### src/rtl/mtr_pi_intf.sv
// Meter-to-PI interrupt interface: sticky meter events -> PI request -> one vector word per honor.
// Define MTR_PI_LOST_CNT_EN to implement the saturating lost-overflow counter (lost_cnt).
module mtr_pi_intf #(
    parameter int TIMEOUT = 64,
    parameter int LOST_W  = 8
) (
    input  logic              clk,
    input  logic              RESET,
    input  logic              cono_en,
    input  logic [2:0]        cono_pia,
    input  logic              ovf_time,
    input  logic              ovf_perf,
    input  logic              ovf_ebox,
    input  logic              ovf_cache,
    input  logic              interval_done,
    output logic              interval_ack,
    output logic              pi_req,
    output logic [2:0]        pi_req_pia,
    input  logic              pi_honor,
    output logic              vec_valid,
    output logic              vec_vector,
    output logic [1:0]        vec_func,
    input  logic              vec_ready,
    output logic [2:0]        mtr_pia,
    output logic [4:0]        pend,
    output logic [LOST_W-1:0] lost_cnt
);

    typedef enum logic [1:0] {
        ST_IDLE = 2'd0,
        ST_REQ  = 2'd1,
        ST_VEC  = 2'd2,
        ST_DROP = 2'd3
    } state_t;

    localparam int               TMR_W    = $clog2(TIMEOUT + 1);
    localparam logic [TMR_W-1:0] TMR_LAST = TMR_W'(TIMEOUT - 1);
    localparam logic [2:0]       SEL_INTV = 3'd4;

    state_t           state_q, state_d;
    logic [TMR_W-1:0] tmr_q, tmr_d;
    logic [2:0]       sel_q, sel_d;
    logic [3:0]       ovf_pend_q, ovf_pend_d;
    logic [2:0]       pia_q, pia_d;
    logic             int_mask_q, int_mask_d;
    logic             ack_q, ack_d;

    logic [3:0]       ovf_in;
    logic [4:0]       pend_all;
    logic [2:0]       top_sel;
    logic             req_ok;
    logic             retire;
    logic             retire_ovf;

    // Bit index doubles as the increment function code (time=0 .. cache=3).
    assign ovf_in   = {ovf_cache, ovf_ebox, ovf_perf, ovf_time};
    assign pend_all = {interval_done & ~int_mask_q, ovf_pend_q};

    always_comb begin
        top_sel = SEL_INTV;
        for (int i = 3; i >= 0; i--) begin
            if (ovf_pend_q[i]) top_sel = 3'(i);
        end
    end

    always_comb begin
        state_d   = state_q;
        sel_d     = sel_q;
        tmr_d     = '0;
        pi_req    = 1'b0;
        vec_valid = 1'b0;
        retire    = 1'b0;
        req_ok    = (|pend_all) && (pia_q != 3'd0);
        case (state_q)
            ST_IDLE: begin
                if (req_ok) state_d = ST_REQ;
            end
            ST_REQ: begin
                pi_req = 1'b1;
                tmr_d  = tmr_q + 1'b1;
                if (pi_honor && (|pend_all)) begin
                    state_d = ST_VEC;
                    sel_d   = top_sel;
                end else if (!req_ok) begin
                    state_d = ST_IDLE;
                end else if (tmr_q == TMR_LAST) begin
                    state_d = ST_DROP;
                end
            end
            ST_VEC: begin
                vec_valid = 1'b1;
                if (vec_ready) begin
                    retire  = 1'b1;
                    state_d = ST_IDLE;
                end
            end
            ST_DROP: begin
                // Single dead cycle: re-post straight away if work is still pending.
                state_d = req_ok ? ST_REQ : ST_IDLE;
            end
            default: state_d = ST_IDLE;
        endcase
    end

    assign retire_ovf = retire && (sel_q != SEL_INTV);

    always_comb begin
        ovf_pend_d = ovf_pend_q | ovf_in;
        // A fresh pulse on the source being retired keeps its bit set.
        if (retire_ovf) ovf_pend_d[sel_q[1:0]] = ovf_in[sel_q[1:0]];

        int_mask_d = int_mask_q;
        if (retire && (sel_q == SEL_INTV)) begin
            int_mask_d = 1'b1;
        end else if (!interval_done) begin
            int_mask_d = 1'b0;
        end

        ack_d = retire && (sel_q == SEL_INTV);
        pia_d = cono_en ? cono_pia : pia_q;
    end

    always_ff @(posedge clk) begin
        if (RESET) begin
            state_q    <= ST_IDLE;
            tmr_q      <= '0;
            ovf_pend_q <= '0;
            pia_q      <= '0;
            int_mask_q <= 1'b0;
            ack_q      <= 1'b0;
        end else begin
            state_q    <= state_d;
            tmr_q      <= tmr_d;
            ovf_pend_q <= ovf_pend_d;
            pia_q      <= pia_d;
            int_mask_q <= int_mask_d;
            ack_q      <= ack_d;
        end
    end

    // sel is only observed while vec_valid is high, so it needs no reset.
    always_ff @(posedge clk) begin
        sel_q <= sel_d;
    end

    assign interval_ack = ack_q;
    assign vec_vector   = vec_valid && (sel_q == SEL_INTV);
    assign vec_func     = (vec_valid && (sel_q != SEL_INTV)) ? sel_q[1:0] : 2'd0;
    assign mtr_pia      = pia_q;
    assign pi_req_pia   = pia_q;
    assign pend         = pend_all;

`ifdef MTR_PI_LOST_CNT_EN
    logic [LOST_W-1:0] lost_q, lost_d;
    logic [3:0]        lost_hit;
    logic [2:0]        lost_num;

    function automatic logic [LOST_W-1:0] sat_add(input logic [LOST_W-1:0] a,
                                                  input logic [2:0]        b);
        logic [LOST_W+2:0] sum;
        sum = {3'b000, a} + (LOST_W+3)'(b);
        if (sum > {3'b000, {LOST_W{1'b1}}}) return {LOST_W{1'b1}};
        return sum[LOST_W-1:0];
    endfunction

    always_comb begin
        lost_hit = ovf_in & ovf_pend_q;
        if (retire_ovf) lost_hit[sel_q[1:0]] = 1'b0;
        lost_num = 3'(lost_hit[0]) + 3'(lost_hit[1]) + 3'(lost_hit[2]) + 3'(lost_hit[3]);
        lost_d   = cono_en ? '0 : sat_add(lost_q, lost_num);
    end

    always_ff @(posedge clk) begin
        if (RESET) lost_q <= '0;
        else       lost_q <= lost_d;
    end

    assign lost_cnt = lost_q;
`else
    assign lost_cnt = '0;
`endif

endmodule

### config.mk
export PLATFORM = sky130hd
export DESIGN_NAME = mtr_pi_intf
export DESIGN_NICKNAME = d
export VERILOG_FILES = /design/src/rtl/mtr_pi_intf.sv
export SDC_FILE = /design/constraint.sdc
export NUM_CORES = 1
export LEC_CHECK = 0
export CELL_PAD_IN_SITES_DETAIL_PLACEMENT = 1
export CELL_PAD_IN_SITES_GLOBAL_PLACEMENT = 2
export CORE_UTILIZATION = 21
export CTS_CLUSTER_SIZE = 28
export DETAILED_ROUTE_END_ITERATION = 7
export MAX_ROUTING_LAYER = met4
export PLACE_DENSITY = 0.74
export SYNTH_ARGS = -nofsm -noshare
export SYNTH_HDL_FRONTEND = slang
export SYNTH_SLANG_ARGS = --single-unit
### constraint.sdc
create_clock -name clk -period 1.2 [get_ports clk]
set_input_delay 0.18 -clock clk [delete_from_list [all_inputs] [get_ports clk]]
set_output_delay 0.18 -clock clk [all_outputs]
set_load 0.01 [all_outputs]
* Word-level counts from Yosys, hierarchy flattened
Index checks and enable logic that the tools add are counted.
** Operators by class
- Reduce and logical (&&, ||, !) cells :: 15
- Shift-type cells :: 0
- $mul :: 0
- Equal/unequal tests :: 10
- Bitwise logic cells :: 4
- Add/sub/neg operators :: 1
- Divide/modulo/power cells :: 0
- $lt $le $gt $ge :: 2
- Muxes and demuxes :: 23
** Operators by type and width (number)
- 2-bit two-way mux :: 7
- 1-bit two-way mux :: 10
- 2-bit one-hot mux with 4 select lines :: 1
- 7-bit by 1-bit adder with 7-bit output, second input constant :: 1
- 7-bit by 6-bit equality test with 1-bit output, second input constant :: 1
- 1-bit logical AND :: 7
- 5-bit OR reduction :: 1
- 4-bit bitwise mux :: 1
- 2-bit equality test, second input constant :: 2
- 4-bit two-way mux :: 1
- 2-bit != test, second input constant :: 2
- 4-bit != test, second input constant :: 1
- 4-bit OR :: 1
- 2-bit OR reduction :: 2
- 3-bit equality test, second input constant :: 1
- 2-bit by 3-bit less-than comparator with 1-bit output, second input constant :: 1
- 3-bit two-way mux :: 1
- 3-bit != test, second input constant :: 1
- 3-bit AND reduction :: 1
- 3-bit nonzero test :: 1
- 3-bit OR reduction :: 1
- 1-bit binary-select mux with 2-bit select :: 1
- 1-bit demux with 2-bit select :: 1
- 2-bit by 1-bit equality test with 1-bit output, second input constant :: 1
- other kinds (6) :: 7
** Storage, ports and cells
- Latch bits :: 0
- Memories kept :: 0
- Flip-flop bits (word level) :: 21
- Output and inout bits :: 25
- Word-level logic and storage cells :: 64
- Bits in read-only memories :: 0
- Bits of input ports :: 13
- Bits in writable memories :: 0

* Depth between registers and ports, before layout
- Depth after elaboration :: 7
- Mapped depth :: 4
- Gate-level depth less buffers :: 4

* Worst setup path before layout
OpenSTA, ideal clock, no wires.
- Path type :: reg2reg
- Start point :: register int_mask_q
- End point :: register sel_q[0], enable pin
- Cell stages (with the launch flop) :: 4
- Data arrival time :: 0.931 ns
- Path slack :: -0.050 ns
- Buffers on the path :: 0
- Cells stage by stage :: dfxtp_1 nor2b_1 and2b_1 nor2_1
** Between the ends
- Cells in the longest elaborated chain, start to end :: 5
** Ends and longest elaborated chain
- start: declaration :: RTL line 45 : logic int_mask_q, int_mask_d;
- start signal: assignment :: RTL line 136 : int_mask_q <= int_mask_d;
- 1-bit NOT :: RTL line 57 : assign pend_all = {interval_done & ~int_mask_q, ovf_pend_q};
- 1-bit AND :: RTL line 57
- via pend[4] :: RTL line 25 : output logic [4:0] pend,
- 5-bit OR reduction :: RTL line 81 : if (pi_honor && (|pend_all)) begin
- 1-bit logical AND :: RTL line 81
- 2-bit AND reduction (no source line)
- end signal: assignment :: RTL line 143 : sel_q <= sel_d;
- end: declaration :: RTL line 42 : logic [2:0] sel_q, sel_d;
The timed path passes the listed nets, and every way through them passes these cells.
A chain may end at the register's enable or synchronous reset.

* Final worst setup path
- Start point :: register sel_q[1]
- End point :: output port vec_vector
** Between the ends
- Cells in the longest elaborated chain, start to end :: 2
** Ends and longest elaborated chain
- 3-bit equality test :: RTL line 147 : assign vec_vector = vec_valid && (sel_q == SEL_INTV);
- 1-bit logical AND :: RTL line 147
- end: declaration :: RTL line 21 : output logic vec_vector,
No other way between the ends.

==> impl_metrics.json <==
{
  "detail_route.vias_per_cell": 4.276,
  "initial_core_util": 0.2200,
  "wire_length_of_the_first_global_routing_pass_um": 4547,
  "final.fill_count": 514,
  "leakage_nw": 0.7059,
  "synth.ff_latch_count": 21,
  "synth_common_cells": "dfxtp_1, nor2_1, buf_4",
  "fp-row-count": 24,
  "yosysTopAreaCell": "dfxtp_1",
  "die_ar_mm2": 0.004869,
  "wirelength_um": 2863,
  "routed-via-count": 898,
  "rsz0062_at_grt": "true",
  "layout-area-overhead-vs-synth_pct": 64.20,
  "grtUsageTotal": 0.1234,
  "layout_setup_ws_ps": -253.7,
  "antenna_cells_inserted": 0,
  "clock-root-buffer": "clkbuf_8",
  "grt_antenna_before_repair": 0,
  "final_core_utilization": 0.3613,
  "required_time_of_the_critical_path_ps": 1020,
  "fin_worst_hold_slack_ps": 211.4,
  "post_synth_instance_area_um2": 964.7,
  "crit_arrival_ps": 1270,
  "total_count_of_max_transition_violations_in_the_final_report": 0,
  "synth_area_leaders": "dfxtp_1, edfxtp_1, buf_4",
  "report.final.hold_viol_count": 0,
  "synth_top_area_frac": 0.3735,
  "cts_max_level": 1,
  "gp_congestion": 0.7605,
  "outcome": "finished, violations left",
  "io_buffer_count": 29,
  "synthesis.area_per_instance_um2": 8.932,
  "clock_tree.buffer_depth": 2,
  "fin_total_pwr_mw": 1.534,
  "synth-edff-count": 3,
  "drt_iter0_drc": 33,
  "critPathSlowestCell": "edfxtp_1",
  "power.density_cell_area_mw_per_mm2": 968.2,
  "synth.most_common_cell": "dfxtp_1",
  "ant_nets": 0,
  "dp_cells": 202,
  "max_freq_mhz": 687.9,
  "clkSlewWorstSetupHoldPaths_ps": 90,
  "timing.max_cap.violations": 0,
  "setup_viol": 5,
  "synth.yosys.seq_area_share": 0.4669,
  "crit_type": "reg -> out",
  "irDropWorstVdd_mv": 0.6675,
  "critPathMaxFanout": 2,
  "start_kind": "flop",
  "detailedRoute.firstPassIterationCount": 3,
  "proportion_of_register_bits_with_asynchronous_set_or_reset_after_synthesis": 0,
  "clkLatencyLatePin_ps": 270,
  "core_area_mm2": 0.004384,
  "grt.overflow.total": 0,
  "yosysWarnings": 0,
  "timing.final.crit_share": 1.211,
  "multi_input_area_um2": 534.3,
  "number_of_global_route_vias_before_repair": 946,
  "fin_nets": 173,
  "die_w_um": 69.78,
  "synth.distinct_cells": 33,
  "critical_path.endpoint_type": "primary output",
  "tritoncts": "done",
  "die-height_um": 69.78,
  "cts-hold-fix-buffers": 0,
  "finalNonFillerCells": 210,
  "critPathMaxStageDelay_ps": 420,
  "grt_start_max_net_pins": 13,
  "cts_buffers": 3,
  "regArea_um2": 467.9,
  "design.portCount": 38,
  "clock_skew_ps": 16.56,
  "ordered_list_of_cells_on_the_worst_path": "nor3b_2 > nand2_1 > nor2_2 > buf_2",
  "path_class_of_the_lowest_slack_min_delay_path": "in -> reg",
  "cts_num_sinks": 21,
  "tns_ps": -716.6,
  "avgRoutedWirePerCell_um": 13.63,
  "drt_drc_violations_left": 0,
  "final_layout_size_suffix_gt1_frac": 0.3987,
  "synthFlopType": "dfxtp_1",
  "hpwlAfterDp_um": 2070,
  "violations_in_the_final_reports": "setup timing",
  "instance_count_of_the_mapped_netlist": 108,
  "min_period_ps": 1454
}
[repair_timing]
action | in CTS | in global routing
endpoints found under the setup margin | 24 | 18
resized for setup | 54 | 23
buffers inserted | 6 | 4
pin swaps | 9 | 9
[cell type report]
cell class	instances	share of cell area
multi-input combinational	73	0.3373
sequential	21	0.2954
timing repair buffer	52	0.2780
tap	52	0.04107
clock buffer	3	0.02607
inverter	8	0.01896
clock inverter	1	0.003160
[registers in the layout, summed over array words and instances, names as in the netlist]
name and flops:
state_q 2, sel_q 3, tmr_q 7, int_mask_q 1, ovf_pend_q 4, interval_ack 1
mtr_pia 3
[cells in the final DEF, fill, tap and decap left out, types with 2 or more instances in the layout]
cell / count
o21ai_0: 2
nor3_1: 2
nor2_1: 12
dlygate4sd2_1: 11
a21oi_1: 7
dfxtp_2: 8
nand3_1: 2
dfxtp_4: 2
dfxtp_1: 8
o31ai_4: 2
nor2b_4: 2
clkdlybuf4s50_1: 11
nand2_1: 7
o21ai_2: 3
conb_1: 8
mux2i_1: 3
edfxtp_1: 3
buf_2: 5
inv_1: 8
clkbuf_8: 3
xor2_1: 2
buf_4: 22
[power breakdown]
group / switching, mW / internal, mW / total, mW
registers: 0.0329 / 0.743 / 0.776
clock network: 0.242 / 0.232 / 0.474
logic: 0.127 / 0.157 / 0.284
total: 0.402 / 1.13 / 1.53
[through the flow]
step                area [um^2]  worst slack, ps
floorplan                 996.0            2.293
global placement           1415           -333.6
detailed placement         1415           -401.0
CTS                        1505           -214.2
global route               1584           -323.4
finish                     1584           -253.7
[routing by layer]
layer	part of all wire	global-route usage	wire length (um)	vias up
met2	0.59	0.2447	1686	19
met5	0	-	0	-
met3	0.042	0.03634	119	2
met4	0.0028	0.01333	8	0
li1	-	-	-	440
met1	0.37	0.1196	1049	437
[critical path, delay by kind of cell (launching register included)]
kind                   cells  cell delay, ps
buffers and inverters      1             140
flip-flops                 1             420
AND/OR/NAND/NOR            3             450
[kinds of logic (layout without fill, tap and decap cells)]
family / count (synthesis) / after routing / synth area share
fa+ha+maj: 1 / 1 / 0.01297
other cells: 1 / 8 / 0.003887
flops: 21 / 21 / 0.4669
xor+xnor: 3 / 3 / 0.02724
mux: 3 / 3 / 0.03113
simple gates: 41 / 41 / 0.2231
buf+inv: 21 / 64 / 0.1258
compound gates: 17 / 17 / 0.1089
[path summary, 6_finish.rpt]
path,depth (start not counted),start,slack [ps],end
worst max-delay path,4,sel_q[1]$_SDFFCE_PP0P_,-250,vec_vector
worst min register to register,2,tmr_q[6]$_SDFF_PP0_,490,tmr_q[6]$_SDFF_PP0_
worst min-delay path,3,interval_done,210,int_mask_q$_SDFFE_PP0P_
worst max register to register,4,sel_q[1]$_SDFFCE_PP0P_,-230,ovf_pend_q[0]$_SDFF_PP0_
Power figures use the tool's default switching activity.
